===== src/rtl/ex_div.sv =====
// ex_div: multi-cycle 32-bit restoring divider for DIV/DIVU, result = {remainder, quotient}.
// Define EX_DIV_SIGNED_EN to honour signed_div_i (absolute-value capture plus sign correction).
module ex_div (
   input  logic        clk,
   input  logic        rst,
   input  logic        signed_div_i,
   input  logic [31:0] opdata1_i,
   input  logic [31:0] opdata2_i,
   input  logic        start_i,
   input  logic        annul_i,
   output logic [63:0] result_o,
   output logic        ready_o
);

   typedef enum logic [1:0] {FREE, BY_ZERO, ON, END} state_t;

   state_t      r_state;
   state_t      w_nextState;
   logic [5:0]  r_cnt;
   logic [5:0]  w_cntNext;
   logic [63:0] r_work;
   logic [63:0] w_workNext;
   logic [31:0] r_divisor;
   logic [31:0] w_divisorNext;
   logic [63:0] w_resultNext;
   logic        w_readyNext;
   logic [31:0] w_absDividend;
   logic [31:0] w_absDivisor;
   logic [31:0] w_quot;
   logic [31:0] w_rem;
   logic        w_fits;
   logic [31:0] w_diff;

`ifdef EX_DIV_SIGNED_EN
   logic r_negQuot;
   logic r_negRem;
   logic w_negQuotNext;
   logic w_negRemNext;

   assign w_absDividend = (signed_div_i && opdata1_i[31]) ? (~opdata1_i + 32'd1) : opdata1_i;
   assign w_absDivisor  = (signed_div_i && opdata2_i[31]) ? (~opdata2_i + 32'd1) : opdata2_i;
   assign w_quot        = r_negQuot ? (~r_work[31:0] + 32'd1) : r_work[31:0];
   assign w_rem         = r_negRem ? (~r_work[63:32] + 32'd1) : r_work[63:32];
`else
   assign w_absDividend = opdata1_i;
   assign w_absDivisor  = opdata2_i;
   assign w_quot        = r_work[31:0];
   assign w_rem         = r_work[63:32];
`endif

   // One step shifts the next dividend bit into the partial remainder and subtracts when it fits;
   // the 33-bit compare covers a shifted remainder that overflows 32 bits.
   assign w_fits = (r_work[63:31] >= {1'b0, r_divisor});
   assign w_diff = r_work[62:31] - r_divisor;

   always_ff @(posedge clk or posedge rst) begin
      if (rst) begin
         r_state   <= FREE;
         r_cnt     <= 6'd0;
         r_work    <= 64'd0;
         r_divisor <= 32'd0;
         result_o  <= 64'd0;
         ready_o   <= 1'b0;
`ifdef EX_DIV_SIGNED_EN
         r_negQuot <= 1'b0;
         r_negRem  <= 1'b0;
`endif
      end else begin
         r_state   <= w_nextState;
         r_cnt     <= w_cntNext;
         r_work    <= w_workNext;
         r_divisor <= w_divisorNext;
         result_o  <= w_resultNext;
         ready_o   <= w_readyNext;
`ifdef EX_DIV_SIGNED_EN
         r_negQuot <= w_negQuotNext;
         r_negRem  <= w_negRemNext;
`endif
      end
   end

   always_comb begin
      w_nextState   = r_state;
      w_cntNext     = r_cnt;
      w_workNext    = r_work;
      w_divisorNext = r_divisor;
      w_resultNext  = result_o;
      w_readyNext   = ready_o;
`ifdef EX_DIV_SIGNED_EN
      w_negQuotNext = r_negQuot;
      w_negRemNext  = r_negRem;
`endif
      case (r_state)
         FREE: begin
            w_readyNext  = 1'b0;
            w_resultNext = 64'd0;
            if (start_i && !annul_i) begin
               if (opdata2_i == 32'd0) begin
                  w_nextState = BY_ZERO;
               end else begin
                  w_nextState   = ON;
                  w_cntNext     = 6'd0;
                  w_workNext    = {32'd0, w_absDividend};
                  w_divisorNext = w_absDivisor;
`ifdef EX_DIV_SIGNED_EN
                  w_negQuotNext = signed_div_i && (opdata1_i[31] ^ opdata2_i[31]);
                  w_negRemNext  = signed_div_i && opdata1_i[31];
`endif
               end
            end
         end
         BY_ZERO: begin
            w_workNext  = 64'd0;
            w_nextState = END;
`ifdef EX_DIV_SIGNED_EN
            w_negQuotNext = 1'b0;
            w_negRemNext  = 1'b0;
`endif
         end
         ON: begin
            if (annul_i) begin
               w_nextState = FREE;
               w_cntNext   = 6'd0;
               w_workNext  = 64'd0;
            end else begin
               if (w_fits) begin
                  w_workNext = {w_diff, r_work[30:0], 1'b1};
               end else begin
                  w_workNext = {r_work[62:0], 1'b0};
               end
               w_cntNext = r_cnt + 6'd1;
               if (r_cnt == 6'd31) begin
                  w_nextState = END;
               end
            end
         end
         END: begin
            if (start_i) begin
               w_readyNext  = 1'b1;
               w_resultNext = {w_rem, w_quot};
            end else begin
               w_readyNext  = 1'b0;
               w_resultNext = 64'd0;
               w_nextState  = FREE;
            end
         end
         default: begin
            w_nextState = FREE;
         end
      endcase
   end

endmodule


===== config.mk =====
export PLATFORM = sky130hd
export DESIGN_NAME = ex_div
export DESIGN_NICKNAME = d
export VERILOG_FILES = /design/src/rtl/ex_div.sv
export SDC_FILE = /design/constraint.sdc
export NUM_CORES = 1
export LEC_CHECK = 0
export ABC_AREA = 1
export CORE_MARGIN = 8
export CORE_UTILIZATION = 60
export CTS_CLUSTER_SIZE = 16
export DETAILED_ROUTE_END_ITERATION = 8
export PLACE_DENSITY = 0.95
export SYNTH_ARGS = -nofsm -noshare
export SYNTH_HDL_FRONTEND = slang
export SYNTH_SLANG_ARGS = --single-unit

===== constraint.sdc =====
create_clock -name clk -period 8.6 [get_ports clk]
set_input_delay 1.72 -clock clk [delete_from_list [all_inputs] [get_ports clk]]
set_output_delay 1.72 -clock clk [all_outputs]
set_load 0.02 [all_outputs]

* Yosys cells after proc, flatten, opt, wreduce, memory -nomap -nowiden
Index checks and enable logic that the tools add are counted.
W data, S select, Z words.
** Operators by class
- Reduce and logical (&&, ||, !) cells :: 11
- Bitwise logic cells :: 1
- Multiplexer cells :: 19
- Equal/unequal tests :: 8
- $lt $le $gt $ge :: 1
- $add $sub $neg :: 2
** Operators by type and width (number)
- $mux W64 :: 5
- $pmux W64 S3 :: 1
- $pmux W64 S2 :: 1
- $ge A33 B32 Y1 :: 1
- $logic_not A32 Y1 :: 1
- $sub A32 B32 Y32 :: 1
- $mux W6 :: 3
- $pmux W6 S2 :: 1
- $reduce_and A3 Y1 :: 4
- $mux W2 :: 5
- $pmux W2 S4 :: 1
- $add A6 B1 Y6 const B :: 1
- $eq A6 B5 Y1 const B :: 1
- $ne A2 B2 Y1 const B :: 3
- $eq A2 B2 Y1 const B :: 2
- $reduce_bool A2 Y1 :: 2
- $ne A3 B3 Y1 const B :: 1
- $reduce_bool A3 Y1 :: 1
- $eq A2 B1 Y1 const B :: 1
- $logic_not A2 Y1 :: 1
- $pmux W1 S2 :: 1
- $logic_and A1 B1 Y1 :: 1
- $logic_not A1 Y1 :: 1
- $mux W1 :: 1
- $not A1 Y1 :: 1
** Word-level totals
- Register bits :: 169
- Bits of input ports :: 69
- Output and inout port bits :: 65
- Logic and storage cells :: 48

* Longest topological paths before layout
- Depth after elaboration :: 4
- Mapped depth :: 16
- Mapped depth without buffers :: 16

* Least setup slack after synthesis
No wires, ideal clock.
- Kind :: input to register
- Start :: input opdata2_i[22]
- End :: register r_work[10]
- Required time :: 8.524 ns
- Slack :: 5.703 ns
- Arrival :: 2.820 ns
- Stages :: 11
- Path buffers :: 2
- Path through :: nor2_1 -> nand2_1 -> nor2_1 -> nand2_1 -> nor2_2 -> nand2_2 -> nand2_2 -> buf_4 -> buf_2 -> a21oi_1 -> o21ai_1
** Between the ends
- Longest elaborated chain between the ends :: 3
** RTL lines
- start, declared :: line 8 : input logic [31:0] opdata2_i,
- $logic_not A32 Y1 :: line 98 : if (opdata2_i == 32'd0) begin
- $ne A2 B2 Y1 (no source line)
- $reduce_and A3 Y1 (no source line)
- end signal, assigned :: line 71 : r_work <= w_workNext;
- end, declared :: line 21 : logic [63:0] r_work;
Every way passes these cells.
A chain may end at the register's enable or synchronous reset.

* Worst setup path in the final report
- Start :: input opdata2_i[18]
- End :: register r_work[14]
Same word-level chain as after synthesis.

==> qor.csv <==
stage,metric,value,unit
sta,hold-worst-slack,0.488,ns
cts,hold_buffers,0,
critical_path,slowest_delay,0.63,ns
cts,clk_transition_reported_paths,0.07,ns
critical_path,critPathArrivalTime,4.60,ns
critical_path,cp.required,8.95,ns
cts,postCtsSetupBuffers,0,
logic_synthesis,avgSynthCellArea,6.99,um^2
cts,cts_resized,0,
drt,drt_iter0_markers,789,
grt,grt_pass1_wl,46.5,mm
sta,fmax,235,MHz
placement,place_inst,1730,
power,ir_drop,215,uV
layout,area_growth,20.2,%
drt,vias_per_cell,5.45,
sta,rsz0062_at_grt,false,
min_path,hp-start,result_o[45],
min_path,hp-class,flop to flop,
floorplan,io_pins,134,
grt,track_usage,0.280,
logic_synthesis,synth_area,9940,um^2
logic_synthesis,synth_fp_nets,1529,
cts,cts_inserted_buffers,17,
sta,finalHoldViolCount,0,
sta,fin_crit_sh,0.495,
layout,nets,1636,
critical_path,worstSetupPathType,primary input to flop,
critical_path,crit_family,simple AND/OR/NAND/NOR gates,
sta,tightest_slew,1.10,ns
logic_synthesis,ys_seq_elements,169,
critical_path,crit_fanout,64,
floorplan,die_w,145,um
sta,finClkSkew,0.00891,ns
drt,drc,0,
logic_synthesis,synth-seq-area-share,0.425,
critical_path,worstSetupStartpoint,opdata2_i[18],
layout,fin_cells,1762,
placement,port_buffers,132,
floorplan,dieArea,20900,um^2
power,p_leak,6.16,nW
floorplan,core,16400,um^2
grt,grt_max_degree,93,
drt,vias,9604,
layout,antennaDiodeCount,0,
cts,clock_latency,0.43,ns
outcome,status,completed,
critical_path,critPathSlowestCell,buf_4,
sta,setup_violations,0,
sta,slew_viol_final,0,
logic_synthesis,syn_inst,1422,
critical_path,path_buf_inv,2,
layout,n_fill_cell,1259,
cts,cts_tree,built,
floorplan,initial_core_util,0.606,
floorplan,rows,47,
critical_path,cp-end-kind,flop,
grt,grt_antenna_before_repair,0,
layout,drive_gt1_frac,0.0363,
cts,h-tree-depth,4,
power,powerDensity,295,nW/um^2
placement,hpwl,19.5,mm
sta,period_minus_slack,4.25,ns
floorplan,fp.dieH,145,um
drt,wl,28.1,mm
logic_synthesis,synth_cell_types,37,
drt,avgRoutedWirePerCell,15.9,um
drt,first_pass_iters,5,
cts,root_buffer,clkbuf_16,
logic_synthesis,yosys_warnings,0,
run,max_cap_viol_count,0,
grt,grt-ovfl-total,0,
sta,final.setup.tns,0,ns
grt,grt_pass1_vias,9607,
cts,cts_sinks,169,
power,total_power,3.52,mW
drt,drtAntennaViolNets,0,
sta,relSlewSlack,0.263,
placement,place_congestion,0.946,
critical_path,reg2reg_from,r_state[0],
critical_path,cp-start-kind,primary input,
cts,cts_buffer_depth,2,
critical_path,crit_chain,clkdlybuf4s50_1 > nor2_1 > nand2_1 > nor2_1 > nand2_1 > nor2_2 > nand2_2 > nand2_2 > buf_4 > a21oi_1 > o21ai_1,
stage by stage:
| step | cell area [um^2] | utilization | worst slack (ns) |
|---|---|---|---|
| 2_1_floorplan | 9940 | - | 2.30 |
| 3_3_place_gp | 11400 | 0.693 | 4.14 |
| 3_5_place_dp | 11400 | 0.693 | 4.08 |
| 4_1_cts | 12000 | 0.729 | 4.43 |
| 5_1_grt | 12000 | 0.729 | 4.20 |
| 6_report | 12000 | 0.729 | 4.35 |
final cells by class:
cell class | count | area, um^2 | share of cell area
multi-input combinational | 981 | 4660 | 0.390
tap | 220 | 275 | 0.0230
inverter | 221 | 835 | 0.0698
timing repair buffer | 139 | 1370 | 0.115
sequential | 169 | 4230 | 0.354
clock inverter | 15 | 158 | 0.0132
clock buffer | 17 | 425 | 0.0356
kinds of logic (layout without fill, tap and decap cells):
kind of cell	Yosys count	in the layout	synth area share
xor gates and xnor gates	16	16	0.0141
DFF	169	169	0.425
buffers and inverters	272	392	0.108
and+or+nand+nor	702	702	0.289
adders and majority gates	38	38	0.0486
AOI/OAI and AO/OA	225	225	0.115
power by group:
part / switching, mW / internal (mW) / leakage, nW / total (mW)
sequential: 0.139 / 1.02 / 2.23 / 1.16
clock: 0.373 / 0.387 / 0.275 / 0.760
combinational: 1.07 / 0.528 / 3.65 / 1.60
layer usage:
layer,GRT usage,wire (um)
met5,0,0
met4,0.0887,609
met3,0.0646,2160
met2,0.473,13800
met1,0.348,11600
worst register-to-register path, stage by stage, from the launching register on:
cell	delay [ns]
dfrtp_1	0.40
inv_1	0.10
ha_2	0.33
clkinv_1	0.84
nand3_2	0.84
buf_4	0.48
o21ai_0	0.20
worst paths after layout:
kind / endpoint / slack (ns) / cells past startpoint
setup / recovery: r_work[14] / 4.35 / 11
hold / removal: result_o[45] / 0.49 / 2
setup reg to reg: result_o[53] / 5.27 / 6
hold reg to reg: result_o[45] / 0.49 / 2
max in group asynchronous: r_work[60] / 5.28 / 3
min in group asynchronous: ready_o / 1.83 / 2
registers in the layout, indices dropped and copies added, names as in the netlist:
signal / flops
r_cnt: 6
r_divisor: 32
r_state: 2
r_work: 64
ready_o: 1
result_o: 64
synthesized netlist by cell type (all sizes together):
cell | n | area, um^2
and3 | 2 | 12.5
o21bai | 1 | 7.51
buf | 23 | 135
clkinv | 2 | 7.51
a22oi | 2 | 15.0
o21a | 2 | 15.0
dfrtp | 169 | 4230
or2 | 1 | 6.26
fa | 1 | 20.0
nor2 | 74 | 288
nor3 | 8 | 51.3
a21oi | 87 | 439
nand4 | 5 | 31.3
nand3 | 92 | 460
a21boi | 1 | 7.51
xor2 | 3 | 26.3
nor3b | 1 | 7.51
nor4 | 2 | 12.5
nand3b | 8 | 60.1
nand2 | 502 | 1900
xnor2 | 13 | 114
ha | 37 | 463
clkbuf | 28 | 105
o21ai | 132 | 661
inv | 219 | 822
and2 | 7 | 43.8
placed cells by master (no fill, tap or decap), types with 2 or more instances in the layout:
master	n
clkdlybuf4s50_1	132
xor2_1	3
a22oi_1	2
a21oi_1	86
and2_1	7
nand4_1	5
o21ai_0	84
inv_2	4
xnor2_1	13
o21ai_1	48
clkinv_8	3
clkinv_1	2
and3_1	2
nor3_1	7
nor2_1	72
o21a_1	2
buf_4	7
inv_6	5
nand2_1	497
nand3b_1	8
inv_1	214
ha_1	36
clkinv_4	2
nand2_2	4
clkinvlp_4	3
nor4_1	2
dfrtp_1	169
inv_8	3
clkbuf_16	17
nand3_1	91
Note: power is estimated with default switching activity, not from simulation.
